### config.mk
export PLATFORM = sky130hd
export DESIGN_NAME = if_prefetch_stage
export DESIGN_NICKNAME = d
export VERILOG_FILES = /design/src/rtl/if_prefetch_stage_pkg.sv /design/src/rtl/if_fetch_fifo.sv /design/src/rtl/if_prefetch_stage.sv
export SDC_FILE = /design/constraint.sdc
export NUM_CORES = 1
export LEC_CHECK = 0
export CORE_AREA = 3 3 177 179
export CTS_BUF_LIST = sky130_fd_sc_hd__clkbuf_8
export DETAILED_ROUTE_END_ITERATION = 12
export DIE_AREA = 0 0 180 182
export HOLD_SLACK_MARGIN = 0.03
export PLACE_DENSITY = 0.71
export SLEW_MARGIN = 40
export SYNTH_ARGS = -nofsm -noshare
export SYNTH_HDL_FRONTEND = slang
export SYNTH_SLANG_ARGS = --single-unit
export TNS_END_PERCENT = 10
### constraint.sdc
create_clock -name clk -period 19.2 [get_ports clk]
set_input_delay 4.8 -clock clk [delete_from_list [all_inputs] [get_ports clk]]
set_output_delay 4.8 -clock clk [all_outputs]
set_load 0.05 [all_outputs]
### src/rtl/if_prefetch_stage_pkg.sv
// rtl/if_prefetch_stage_pkg.sv - shared fetch-path widths and instruction alignment constant
package if_prefetch_stage_pkg;

  // Default PC/address and instruction widths shared across the pipeline
  localparam int ADDRESS_LEN_DEFAULT     = 32;
  localparam int INSTRUCTION_LEN_DEFAULT = 32;

  // Byte distance between consecutive instructions (sequential fetch and PC+4)
  localparam int INSTR_ALIGN = 4;

endpackage

### src/rtl/if_fetch_fifo.sv
// rtl/if_fetch_fifo.sv - synchronous prefetch queue with flush (flush beats push)
module if_fetch_fifo #(
  parameter int WIDTH = 64,
  parameter int DEPTH = 4
) (
  input  logic                     clk,
  input  logic                     rst,
  input  logic                     push,
  input  logic                     pop,
  input  logic                     flush,
  input  logic [WIDTH-1:0]         wdata,
  output logic [WIDTH-1:0]         rdata,
  output logic [$clog2(DEPTH):0]   count
);

  localparam int PW = $clog2(DEPTH);
  localparam int CW = PW + 1;

  logic [WIDTH-1:0] mem [DEPTH];
  logic [PW-1:0]    wr_ptr;
  logic [PW-1:0]    rd_ptr;
  logic             do_push;
  logic             do_pop;

  // A pop needs a valid entry; a push needs room unless the head leaves the same cycle
  always_comb begin
    do_pop  = pop & (count != '0);
    do_push = push & ~flush & ((count < CW'(DEPTH)) | do_pop);
  end

  // Storage array; cleared on reset so the head reads zero until the first push
  always_ff @(posedge clk or posedge rst) begin
    if (rst) begin
      for (int i = 0; i < DEPTH; i++) mem[i] <= '0;
    end else if (do_push) begin
      mem[wr_ptr] <= wdata;
    end
  end

  // Pointers and occupancy; flush empties the queue regardless of push/pop
  always_ff @(posedge clk or posedge rst) begin
    if (rst) begin
      wr_ptr <= '0;
      rd_ptr <= '0;
      count  <= '0;
    end else if (flush) begin
      wr_ptr <= '0;
      rd_ptr <= '0;
      count  <= '0;
    end else begin
      if (do_push) wr_ptr <= wr_ptr + PW'(1);
      if (do_pop)  rd_ptr <= rd_ptr + PW'(1);
      if (do_push && !do_pop)      count <= count + CW'(1);
      else if (do_pop && !do_push) count <= count - CW'(1);
    end
  end

  assign rdata = mem[rd_ptr];

endmodule

### src/rtl/if_prefetch_stage.sv
// rtl/if_prefetch_stage.sv - fetch stage with prefetch queue; IF_PERF_CNT_EN adds fetch/flush counters
module if_prefetch_stage
  import if_prefetch_stage_pkg::*;
#(
  parameter int                 ADDRESS_LEN     = ADDRESS_LEN_DEFAULT,
  parameter int                 INSTRUCTION_LEN = INSTRUCTION_LEN_DEFAULT,
  parameter int                 FIFO_DEPTH      = 4,
  parameter logic [ADDRESS_LEN-1:0] RESET_PC    = '0
) (
  input  logic                       clk,
  input  logic                       rst,
  input  logic                       freeze,
  input  logic                       Branch_taken,
  input  logic [ADDRESS_LEN-1:0]     BranchAddr,
  output logic                       imem_req,
  output logic [ADDRESS_LEN-1:0]     imem_addr,
  input  logic [INSTRUCTION_LEN-1:0] imem_rdata,
  output logic                       out_valid,
  output logic [INSTRUCTION_LEN-1:0] Instruction,
  output logic [ADDRESS_LEN-1:0]     PC
`ifdef IF_PERF_CNT_EN
  ,
  output logic [31:0]                fetch_count,
  output logic [31:0]                flush_count
`endif
);

  localparam int CW = $clog2(FIFO_DEPTH) + 1;
  localparam int QW = INSTRUCTION_LEN + ADDRESS_LEN;

  logic [ADDRESS_LEN-1:0] pc;
  logic                   inflight;
  logic [ADDRESS_LEN-1:0] inflight_addr;
  logic [CW-1:0]          count;
  logic [CW:0]            credit_used;
  logic                   pop;
  logic                   push;
  logic [QW-1:0]          head;
  logic [QW-1:0]          push_data;

  // Issue only while queue entries plus the outstanding fetch leave a free slot;
  // a same-cycle pop is deliberately not credited so the queue cannot overflow
  always_comb begin
    credit_used = {1'b0, count} + {{CW{1'b0}}, inflight};
    imem_req    = ~rst & ~Branch_taken & (credit_used < (CW + 1)'(FIFO_DEPTH));
    imem_addr   = pc;
    out_valid   = (count != '0);
    pop         = out_valid & ~freeze;
    push        = inflight & ~Branch_taken;
    push_data   = {imem_rdata, inflight_addr + ADDRESS_LEN'(INSTR_ALIGN)};
    Instruction = head[QW-1:ADDRESS_LEN];
    PC          = head[ADDRESS_LEN-1:0];
  end

  // Fetch pointer and in-flight tracking; a redirect drops the outstanding fetch
  always_ff @(posedge clk or posedge rst) begin
    if (rst) begin
      pc            <= RESET_PC;
      inflight      <= 1'b0;
      inflight_addr <= '0;
    end else if (Branch_taken) begin
      pc       <= BranchAddr;
      inflight <= 1'b0;
    end else if (imem_req) begin
      pc            <= pc + ADDRESS_LEN'(INSTR_ALIGN);
      inflight      <= 1'b1;
      inflight_addr <= pc;
    end else begin
      inflight <= 1'b0;
    end
  end

  if_fetch_fifo #(
    .WIDTH (QW),
    .DEPTH (FIFO_DEPTH)
  ) u_fifo (
    .clk   (clk),
    .rst   (rst),
    .push  (push),
    .pop   (pop),
    .flush (Branch_taken),
    .wdata (push_data),
    .rdata (head),
    .count (count)
  );

`ifdef IF_PERF_CNT_EN
  // Consumed-instruction and branch-cycle counters, free-running modulo 2^32
  always_ff @(posedge clk or posedge rst) begin
    if (rst) begin
      fetch_count <= '0;
      flush_count <= '0;
    end else begin
      if (pop)          fetch_count <= fetch_count + 32'd1;
      if (Branch_taken) flush_count <= flush_count + 32'd1;
    end
  end
`endif

endmodule

# Yosys cells after proc, flatten, opt, wreduce, memory -nomap -nowiden
# Index checks and enable logic that the tools add are counted.
# totals
regBits,328
latchBits,0
ram_bits,0
romBits,0
input_bits,68
output_inout_bits,98
word_cells,63
mem_count,0
# op_classes
add_sub_neg,7
multipliers,0
n_div,0
n_lt_le_gt_ge,5
eq_ne,0
shifts,0
muxes,17
n_bitwise,13
n_reduce_logical,11
# op_table
op,count
bitwise mux 256 bit,1
two-way mux 64 bit,3
binary-select mux 64 bit (select 2 bit),1
demux 64 bit (select 2 bit),1
"adder 32 x 3 -> 32 bit, second input constant",2
two-way mux 32 bit,2
two-way mux 3 bit,3
two-way mux 2 bit,4
AND 1 bit,7
">= comparator 3 bit, second input constant",2
inverter 2 -> 3 bit,2
nonzero test 2 bit,3
nonzero test 3 bit,2
"adder 2 x 1 -> 2 bit, second input constant",2
adder 3 x 1 -> 4 bit,1
"less-than comparator 4 x 3 -> 1 bit, second input constant",1
"adder 3 x 1 -> 3 bit, second input constant",1
logical AND 1 bit,3
"less-than comparator 3 x 1 -> 1 bit, second input constant",1
"less-than comparator 3 bit, second input constant",1
inverter 1 bit,3
"subtractor 3 x 1 -> 3 bit, second input constant",1
logical NOT 1 bit,2
two-way mux 1 bit,2
other kinds (2),2

# Logic depth before layout (Yosys ltp)
# depth
ltp_word,10
depth_mapped,8

# Modules after synthesis
# A second synthesis with hierarchy kept.
# unflattened
hier_cells,1114
area_unflattened_um2,15502.4
# by_module_without_submodules
mod,n_inst,cells_per_inst,area_each_um2
if_fetch_fifo,1,681,11796.3
if_prefetch_stage,1,433,3706.1

# Least setup slack after synthesis
# Ideal clock, no wire load.
# synth_path
path_type,in2out
from,input Branch_taken
to,output imem_req
t_arrival_ps,6055
required_ps,14400
path_slack_ps,8345
cell_stages,6
n_path_buf,3
cell_sequence,clkbuf_1 > nor3_1 > nand2_1 > inv_1 > buf_2 > buf_2
# synth_between
elab_chain_cells,3
# synth_rtl
item,line,source
from (decl),if_prefetch_stage.sv:13,"input logic Branch_taken,"
inverter 1 bit (no source line),--,
AND 1 bit (2 in a row),if_prefetch_stage.sv:45,imem_req = ~rst & ~Branch_taken & (credit_used < (CW + 1)'(FIFO_DEPTH));
to (decl),if_prefetch_stage.sv:15,"output logic imem_req,"
# Every way passes these cells.

# Worst setup path after layout
# layout_path
from,input rst
to,output imem_req
# layout_between
elab_chain_cells,3
# layout_rtl
item,line,source
from (decl),if_prefetch_stage.sv:11,"input logic rst,"
inverter 1 bit,if_prefetch_stage.sv:45,
AND 1 bit (2 in a row),if_prefetch_stage.sv:45,
# Every way passes these cells.

==> impl_metrics.toml <==
[synth]
muxShareOfSynthArea = 0.2091
synth-main-ff-cell = "dfrtp_1"
synth_edf_count = 0
synth_area_per_cell_sq_um = 11.97
synth_nets = 1316
ys_types = 50
async_reset_ff_frac = 1.000
yosysSeqAreaShare = 0.5526
synth-adder-area-share = 0.006402
synthXorXnorAreaFrac = 0.01887
synth-seq-cells = 328
synth_top_family_by_area = "multiplexers"
ys_warn_count = 0
netlist_instances = 1241
synthesis.area_sq_um = 14850
yosys.area_share.simple = 0.1147
synth_compound_area_frac = 0.07169

[job]
max_cap_viol_count = 0

[cts]
cts-root-buf = "clkbuf_8"
cts.repair.resized = 0
cts.htree.levels = 2
cts_tree = "done"
clk_pin_slew_ps = 60
postCtsSetupBuffers = 0
cts_hold_buf = 0
cts_inserted_buffers = 55
clockBufferDepth = 3
cts_sinks = 328
clk-insertion-delay-late_ps = 580

[timing]
clock.fmax_mhz = 84.28
hold_viol_final = 0
worst_slack_ps = 7335
rsz0062_at_grt = "no"
fin_setup_tns_ps = 0
drv_slew = 0
tightest_slew_ps = 810.3
setup_violations = 0
fin_crit_ps = 11860
finClkSkew_ps = 31.79
relSlewSlack = 0.4598
period_share = 0.6180

[routing]
vias = 10220
dr.pass1.iters = 5
vias_per_cell = 5.622
first_iter_violations = 621
drc = 0
wl_per_cell_microns = 19.35
drtAntennaViolNets = 0
wl_microns = 35180

[power]
peakVddDrop_mv = 0.08593
p_leak_nw = 7.898
pwr_density_cell_nw_per_um2 = 147.2
finalPower_mw = 2.616

[cells_and_area]
nets = 1473
fillers = 2438
drive_gt1_frac = 0.2143
n_antenna_cell = 0
seq_area_sq_um = 8215
fin_util = 0.5981
area_delta_synth_final_pct = 19.66
multi_input_area_sq_um = 6290
final_cell_area_sq_um = 17770

[die]
rows = 63
dieArea_sq_um = 32760
io_pins = 166
die_height_microns = 182
die_w_microns = 180
start_util = 0.4998
coreArea_sq_um = 29720

[global_route]
antenna_found_initial = 0
grtUsageTotal = 0.2184
grt_pass1_vias = 10790
grt_max_degree = 125
grt_pass1_wl_microns = 58360
grt_overflow = 0

[place]
place_hpwl_microns = 22550
place_area_sq_um = 16800
routabilityCongestion = 0.8856
numPortBuffers = 165
place_ws_ps = 7347

[hold_path]
holdCritPathClass = "reg -> reg"

[worst_setup_path]
cp-start-kind = "input pin"
path_max_fanout = 58
crit_type = "in -> out"
cp_data_arrival_time_ps = 7060
setup.worst_path.end_class = "output pin"
worstPathRequired_ps = 14400

[run_status]
status = "complete, no violations"
layer usage:
metal  vias up  share of wire  global-route usage
met5         -              0                   0
met3        57          0.050             0.03606
met1      5114           0.44              0.3015
li1       4739              -                   -
met4         0          0.020             0.05631
met2       311           0.49              0.3648
stage by stage:
| stage | hold slack, ps | cells |
|---|---|---|
| finish | 474.7 | 1818 |
| global route | 498.8 | 1818 |
| global placement | 457.0 | 1731 |
| floorplan | 444.6 | 1241 |
| CTS | 478.6 | 1818 |
| detailed placement | 464.9 | 1731 |
synthesized netlist by cell type, types with 3 or more instances:
| library cell | count | area [sq um] |
|---|---|---|
| dfrtp_1 | 328 | 8208 |
| nand2_1 | 253 | 949.7 |
| mux2_2 | 146 | 1644 |
| o21ai_0 | 130 | 650.6 |
| mux4_2 | 64 | 1441 |
| nand3_1 | 38 | 190.2 |
| clkbuf_1 | 33 | 123.9 |
| buf_2 | 30 | 150.1 |
| nor2_1 | 22 | 82.58 |
| xor2_1 | 22 | 192.7 |
| inv_1 | 17 | 63.81 |
| nand4_1 | 15 | 93.84 |
| buf_1 | 12 | 45.04 |
| o211ai_1 | 11 | 82.58 |
| nor3_1 | 10 | 50.05 |
| xnor2_1 | 10 | 87.58 |
| a21oi_1 | 9 | 45.04 |
| o311ai_0 | 9 | 78.83 |
| and3_1 | 8 | 50.05 |
| a22oi_1 | 7 | 52.55 |
| and2_1 | 6 | 37.54 |
| ha_1 | 6 | 75.07 |
| or4_1 | 6 | 45.04 |
| a21o_1 | 3 | 22.52 |
| a221o_1 | 3 | 30.03 |
| nor2b_1 | 3 | 18.77 |
| nor4_1 | 3 | 18.77 |
| nor4_2 | 3 | 37.54 |
| o21bai_1 | 3 | 22.52 |
| or3_1 | 3 | 18.77 |
area by class of cell:
cell class                      instances  share of cell area
Sequential cell                       328              0.4622
Multi-Input combinational cell        819              0.3539
Timing Repair Buffer                  177             0.09870
Clock buffer                           60             0.04646
Tap cell                              390             0.02746
Clock inverter                         27            0.006969
Inverter                               17            0.004294
sequential cells by signal, summed over array words and instances (netlist names):
signal,flops
u_fifo.mem,256
imem_addr,32
inflight_addr,32
u_fifo.count,3
u_fifo.rd_ptr,2
u_fifo.wr_ptr,2
inflight,1
critical path, stage by stage:
cell and delay [ps]:
clkdlybuf4s50_1 560, nor3_1 340, nand2_2 80, buf_4 300, inv_1 140, clkdlybuf4s50_1 810
logic make-up (layout without fill, tap and decap cells):
family	Yosys count	count (layout)
AOI/OAI and AO/OA	185	185
xor gates and xnor gates	32	32
adders and majority gates	7	7
buffers and inverters	94	281
DFF	328	328
muxes	212	212
and+or+nand+nor	383	383
where the power goes:
group	internal, mW	switching (mW)
Combinational	0.430	0.614
Sequential	0.880	0.145
Clock	0.283	0.265
worst paths after layout:
path	from	end	slack, ps	cells past startpoint
worst max-delay path	rst	imem_req	7340	6
worst min-delay path	u_fifo.mem[137]$_DFFE_PP0P_	u_fifo.mem[137]$_DFFE_PP0P_	470	2
worst max register to register	inflight$_DFF_PP0_	imem_addr[9]$_DFFE_PP0P_	16490	8
worst min register to register	u_fifo.mem[137]$_DFFE_PP0P_	u_fifo.mem[137]$_DFFE_PP0P_	470	2
max in group asynchronous	rst	u_fifo.mem[212]$_DFFE_PP0P_	13160	3
min in group asynchronous	rst	u_fifo.count[0]$_DFFE_PP0P_	4820	2
layout by cell type, fill, tap and decap left out, types with 10 or more instances in the layout:
master and n:
mux4_2 64, o21ai_0 130, nand4_1 15, xnor2_1 10
xor2_1 22, o211ai_1 11, mux2_2 146, clkbuf_8 61
nand2_1 248, dfrtp_1 326, inv_1 39, nor2_1 21
clkdlybuf4s50_1 164, nand3_1 38
(Power assumes the default switching activity.)
